--- src/rtl/multicycle_controller.sv ---
// Moore control FSM for the multi-cycle RISC-V core, plus the opcode (ImmSrc) and
// ALU (ALUControl) decoders that steer the shared datapath.
module multicycle_controller (
  input  logic       clk,
  input  logic       rst,
  input  logic [6:0] op,
  input  logic [2:0] funct3,
  input  logic       funct7b5,
  input  logic       Zero,
  output logic       PCWrite,
  output logic       AdrSrc,
  output logic       MemWrite,
  output logic       IRWrite,
  output logic [1:0] ResultSrc,
  output logic [1:0] ALUSrcA,
  output logic [1:0] ALUSrcB,
  output logic [2:0] ALUControl,
  output logic [1:0] ImmSrc,
  output logic       RegWrite,
  output logic       illegal_op
);

  localparam logic [6:0] OpLw   = 7'b0000011;
  localparam logic [6:0] OpSw   = 7'b0100011;
  localparam logic [6:0] OpR    = 7'b0110011;
  localparam logic [6:0] OpIAlu = 7'b0010011;
  localparam logic [6:0] OpBeq  = 7'b1100011;
  localparam logic [6:0] OpJal  = 7'b1101111;

  typedef enum logic [3:0] {
    StFetch, StDecode, StMemAdr, StMemRead, StMemWb, StMemWrite,
    StExecuteR, StExecuteI, StAluWb, StBeq, StJal
  } state_e;

  state_e     state_q, state_d;
  logic [1:0] alu_op;
  logic       branch, pc_update, state_valid;
  logic [1:0] imm_dec;

  always_ff @(posedge clk) begin
    if (rst) state_q <= StFetch;
    else     state_q <= state_d;
  end

  always_comb begin
    state_d     = StFetch;
    state_valid = 1'b1;
    AdrSrc      = 1'b0;
    MemWrite    = 1'b0;
    IRWrite     = 1'b0;
    ResultSrc   = 2'b00;
    ALUSrcA     = 2'b00;
    ALUSrcB     = 2'b00;
    RegWrite    = 1'b0;
    illegal_op  = 1'b0;
    alu_op      = 2'b00;
    branch      = 1'b0;
    pc_update   = 1'b0;
    case (state_q)
      StFetch: begin
        IRWrite   = 1'b1;
        ALUSrcB   = 2'b10;
        ResultSrc = 2'b10;
        pc_update = 1'b1;
        state_d   = StDecode;
      end
      StDecode: begin
        // ALU forms OldPC + imm here so BEQ/JAL find the target in ALUOut.
        ALUSrcA = 2'b01;
        ALUSrcB = 2'b01;
        case (op)
          OpLw, OpSw: state_d = StMemAdr;
          OpR:        state_d = StExecuteR;
          OpIAlu:     state_d = StExecuteI;
          OpBeq:      state_d = StBeq;
          OpJal:      state_d = StJal;
          default:    illegal_op = 1'b1;
        endcase
      end
      StMemAdr: begin
        ALUSrcA = 2'b10;
        ALUSrcB = 2'b01;
        state_d = (op == OpLw) ? StMemRead : StMemWrite;
      end
      StMemRead: begin
        AdrSrc  = 1'b1;
        state_d = StMemWb;
      end
      StMemWb: begin
        ResultSrc = 2'b01;
        RegWrite  = 1'b1;
      end
      StMemWrite: begin
        AdrSrc   = 1'b1;
        MemWrite = 1'b1;
      end
      StExecuteR: begin
        ALUSrcA = 2'b10;
        alu_op  = 2'b10;
        state_d = StAluWb;
      end
      StExecuteI: begin
        ALUSrcA = 2'b10;
        ALUSrcB = 2'b01;
        alu_op  = 2'b10;
        state_d = StAluWb;
      end
      StAluWb: RegWrite = 1'b1;
      StBeq: begin
        ALUSrcA = 2'b10;
        alu_op  = 2'b01;
        branch  = 1'b1;
      end
      StJal: begin
        ALUSrcA   = 2'b01;
        ALUSrcB   = 2'b10;
        pc_update = 1'b1;
        state_d   = StAluWb;
      end
      default: state_valid = 1'b0;
    endcase
  end

  // Zero reaches only PCWrite.
  assign PCWrite = pc_update | (branch & Zero);

  always_comb begin
    imm_dec = 2'b00;
    case (op)
      OpSw:    imm_dec = 2'b01;
      OpBeq:   imm_dec = 2'b10;
      OpJal:   imm_dec = 2'b11;
      default: imm_dec = 2'b00;
    endcase
  end

  assign ImmSrc = state_valid ? imm_dec : 2'b00;

  always_comb begin
    ALUControl = 3'b000;
    case (alu_op)
      2'b01: ALUControl = 3'b001;
      2'b10: begin
        case (funct3)
          3'b000:  ALUControl = (op[5] & funct7b5) ? 3'b001 : 3'b000;
          3'b010:  ALUControl = 3'b101;
          3'b110:  ALUControl = 3'b011;
          3'b111:  ALUControl = 3'b010;
          default: ALUControl = 3'b000;
        endcase
      end
      default: ALUControl = 3'b000;
    endcase
  end

endmodule

--- config.mk ---
export PLATFORM = sky130hd
export DESIGN_NAME = multicycle_controller
export DESIGN_NICKNAME = d
export VERILOG_FILES = /design/src/rtl/multicycle_controller.sv
export SDC_FILE = /design/constraint.sdc
export NUM_CORES = 1
export LEC_CHECK = 0
export ABC_AREA = 0
export CELL_PAD_IN_SITES_DETAIL_PLACEMENT = 0
export CELL_PAD_IN_SITES_GLOBAL_PLACEMENT = 1
export CORE_MARGIN = 5
export CORE_UTILIZATION = 22
export CTS_CLUSTER_DIAMETER = 100
export DETAILED_ROUTE_END_ITERATION = 6
export HOLD_SLACK_MARGIN = 0.02
export PLACE_DENSITY = 0.79
export SYNTH_ARGS = -nofsm -noshare
export SYNTH_HDL_FRONTEND = slang
export SYNTH_SLANG_ARGS = --single-unit
--- constraint.sdc ---
create_clock -name clk -period 1.55 [get_ports clk]
set_input_delay 0.3875 -clock clk [delete_from_list [all_inputs] [get_ports clk]]
set_output_delay 0.3875 -clock clk [all_outputs]
set_load 0.1 [all_outputs]
Word-level counts from Yosys, hierarchy flattened
Cells that the tools add are included.
- bits in registers: 4
- input bits: 14
- logic and storage cells: 59
- bitwise operators: 3
- reductions and logical operators: 13
- mux-type cells: 21
- equality and inequality tests: 21
- operators by type and width (cell ; number):
    $pmux W4 S5 ; 2
    $eq A4 B3 Y1 const B ; 4
    $pmux W2 S2 ; 4
    $eq A7 B6 Y1 const B ; 2
    $eq A7 B7 Y1 const B ; 2
    $eq A4 B4 Y1 const B ; 3
    $pmux W3 S4 ; 1
    $reduce_or A2 Y1 ; 6
    $reduce_or A11 Y1 ; 1
    $mux W1 ; 10
    $eq A4 B2 Y1 const B ; 2
    $eq A7 B2 Y1 const B ; 1
    $eq A7 B5 Y1 const B ; 1
    $eq A3 B3 Y1 const B ; 2
    $pmux W2 S3 ; 1
    $pmux W3 S2 ; 1
    $reduce_or A3 Y1 ; 2
    $reduce_or A6 Y1 ; 1
    $eq A4 B1 Y1 const B ; 1
    $logic_not A4 Y1 ; 1
    $reduce_or A4 Y1 ; 1
    $eq A3 B2 Y1 const B ; 1
    $logic_not A3 Y1 ; 1
    $mux W3 ; 1
    5 further kinds ; 6

Depth between registers and ports, before layout
- word-level depth: 5
- gate-level depth with buffers: 7
- mapped depth without buffers: 6

Least setup slack after synthesis
OpenSTA, ideal clock, no wires.
- path type: register -> output
- start point: register state_q[0]
- end point: output ResultSrc[1]
- arrival time: 4.214 ns
- path slack: -3.052 ns
- stages on the path, launching flop included: 5
- data required time: 1.162 ns
- buffers on the path: 3
- path through: dfxtp_1 > buf_2 > buf_2 > nor4_1 > buf_4
- longest elaborated chain between the ends: 2
- elaborated cells between the ends (all ways): 3
- classes of those cells: eq/ne: 1; mux: 1; reduce/logical: 1
- RTL lines (element ; RTL line ; RTL):
    start, declared ; 35 ; state_e state_q, state_d;
    start signal, assigned ; 41 ; if (rst) state_q <= StFetch;
    start signal, assigned ; 42 ; else state_q <= state_d;
    $eq A4 B3 Y1 / $logic_not A4 Y1 (equally long branches) ; 59 ; case (state_q)
    $pmux W2 S2 (*) ; 59 ;
    end, declared ; 14 ; output logic [1:0] ResultSrc,
Mark *: on every way between the ends. The rest lies on a longest branch, timed or not.

Final worst setup path
- start point: register state_q[3]
- end point: output ALUControl[2]
- longest elaborated chain between the ends: 5
- elaborated cells between the ends (all ways): 8
- classes of those cells: eq/ne: 5; mux: 2; reduce/logical: 1
- RTL lines (element ; RTL line ; RTL):
    $eq A4 B3 Y1 ; 59 ;
    $reduce_or A2 Y1 (no line) ; - ;
    $pmux W2 S2 (*) ; 59 ;
    $eq A2 B2 Y1 / $eq A2 B1 Y1 (equally long branches) ; 141 ; case (alu_op)
    $pmux W3 S2 (*) ; 141 ;
    end, declared ; 17 ; output logic [2:0] ALUControl,
Marked as above.

==> flow_summary.toml <==
[clocking]
cts_tree = "done"
clock-sinks = 4
clock_latency_ns = 0.24
clockBufferDepth = 2
h-tree-depth = 1
hold_buffers = 0
cts_buffers = 3
ctsRootBufferMaster = "clkbuf_4"
clk_pin_slew_ns = 0.04

[yosys]
synth_edf_count = 0
synth_top_area_share_pct = 14.6
synth_nets = 98
syn_area_um2 = 547
synth_async_sr_flop_share_pct = 0
ys_seq_area_share_pct = 14.6
yosysMostFrequentCell = "nor2_1"
synthCells = 82
yosysWarnings = 0
synth_top_flop_cell = "dfxtp_1"
synth_seq_cells = 4
synth_area_leaders = "dfxtp_1, nor2_1, a21oi_1, buf_2, ha_1"
synth.distinct_cells = 31
syn_avg_cell_area_um2 = 6.67
yosysTopAreaCell = "dfxtp_1"
netlist_top_cells_count = "nor2_1, nand2_1"

[critical_path]
crit_required_ns = 1.16
cp_max_fo = 3
arrival_ns = 1.62
critPathKind = "reg2out"
cp-start-kind = "register"
end_kind = "output port"

[grt]
grt_pass1_vias = 1003
grt_overflow = 0
grt_pass1_wl_um = 4700
grt_usage_pct = 17.7
antenna_found_initial = 0
grt_start_max_net_pins = 15

[timing]
clock.fmax_ghz = 0.498
slew_viol_final = 0
hold_ws_ns = 0.531
clock-skew-final_ns = 0.00381
period_needed_ns = 2.01
fin_crit_sh_pct = 130
finalHoldViolCount = 0
relSlewSlack_pct = 78.6
setup_ws_ns = -0.458
rsz0062_at_grt = "true"
setup_viol = 17
worst_slew_pin_slew_ns = 0.317

[detailed_routing]
wire_per_inst_um = 15.7
drcViolationCount = 0
post_drt_via_cell_ratio = 5.08
drt_iter0_drc = 20
wl_um = 2810
via_count = 910
ant_nets = 0
dr.pass1.iters = 4

[placement]
dp_hpwl_um = 1870
preCtsSetupSlack_ns = -0.755
gp_congestion = 0.822
io_buffers = 30

[die]
die_area_um2 = 3580
ios = 31
initial_core_util_pct = 22.5
die_h_um = 59.9
fp.dieW_um = 59.9
rows = 18
design.core.area_um2 = 2430

[power_and_ir_drop]
p_comb_share_pct = 61.6
irDropWorstVdd_uv = 353
powerDensity_nw_per_um2 = 356
p_seq_share_pct = 16.9
internal_power_uw = 358
clock_power_share_pct = 21.5
power_leakage_nw = 0.684
switching_share_pct = 43.3
total_power_uw = 631
p_switching_uw = 273

[cells_and_area]
reg_top3 = "state_q x4"
regMostFlops = "state_q"
nNetsFinal = 167
drive_above_1_share_pct = 76.5
largest_reg_flops = 4
diodes = 0
area_growth_pct = 224
fill_cells = 163

[hold_path]
hp-class = "in2reg"

[status]
violations = "setup timing"
status = "finished with violations"

[job]
drv_cap = 0
[power by group through the flow]
stage                     Sequential, mW  Clock, mW  Combinational, mW
after floorplan                    0.109          0              0.203
after global placement             0.109          0              0.340
after detailed placement           0.109          0              0.344
after CTS                          0.108      0.136              0.377
after global routing               0.107      0.145              0.405
final                              0.106      0.136              0.389
[final cells by class]
cell class | count | area (µm²) | share of cell area, %
timing repair buffer | 70 | 818 | 46.1
multi-input combinational | 66 | 783 | 44.1
sequential | 4 | 87.6 | 4.94
tap | 30 | 37.5 | 2.12
inverter | 6 | 25.0 | 1.41
clock buffer | 3 | 22.5 | 1.27
[kinds of logic (layout without fill, tap and decap cells)]
logic type	Yosys count	count (layout)	share of synthesized area [%]
buffers and inverters	12	79	10.1
flip-flops	4	4	14.6
AO/OA/AOI/OAI	19	19	22.9
multiplexers	1	1	1.83
XOR/XNOR	4	4	6.41
adder cells (fa/ha/maj)	2	2	4.58
AND/OR/NAND/NOR	40	40	39.6
[critical path, cell delays in order, from the launching register on]
cell	delay, ns
dfxtp_2	0.33
nand2b_4	0.15
nor2_4	0.12
ha_4	0.24
nor4_4	0.32
buf_12	0.21
[cell usage in the layout (no fill, tap or decap), drive strengths merged, types with 3 or more instances in the layout]
master / n
a21oi: 5
buf: 64
clkbuf: 3
clkdlybuf4s50: 6
dfxtp: 4
inv: 6
nand2: 6
nand2b: 3
nand3: 3
nor2: 8
nor3: 5
nor4: 4
o21ai: 3
or3: 4
[worst paths after layout]
check / slack, ns / cells past startpoint / startpoint / to
max: -0.46 / 5 / state_q[3] / ALUControl[2]
min: 0.53 / 4 / op[5] / state_q[1]
max reg2reg: 0.23 / 4 / state_q[1] / state_q[1]
min reg2reg: 0.64 / 2 / state_q[0] / state_q[0]
[metal layers]
metal / share of wire [%] / wire length (µm) / vias up / track usage, %
met5: 0 / 0 / - / 0
met4: 2.4 / 66 / 0 / 8.54
met3: 4.4 / 123 / 8 / 1.08
met2: 58 / 1630 / 36 / 34.3
met1: 35 / 984 / 432 / 19.1
li1: - / - / 434 / -
[stage by stage]
step                      cells  area [µm²]  utilization [%]  setup TNS (ns)
after floorplan              82         757                -           -9.29
after global placement      162        1390             57.3           -4.63
after detailed placement    162        1390             57.3           -4.97
after CTS                   182        1720             70.8           -4.67
after global routing        179        1770             72.9           -5.89
final                       179        1770             72.9           -4.97
[repair_timing]
item | in CTS | in global routing
pin swaps | 22 | 15
setup endpoints to repair | 21 | 19
gates resized for setup | 74 | 18
hold endpoints to repair | 0 | 0
setup buffers | 22 | 4
Power figures use the tool's default switching activity.
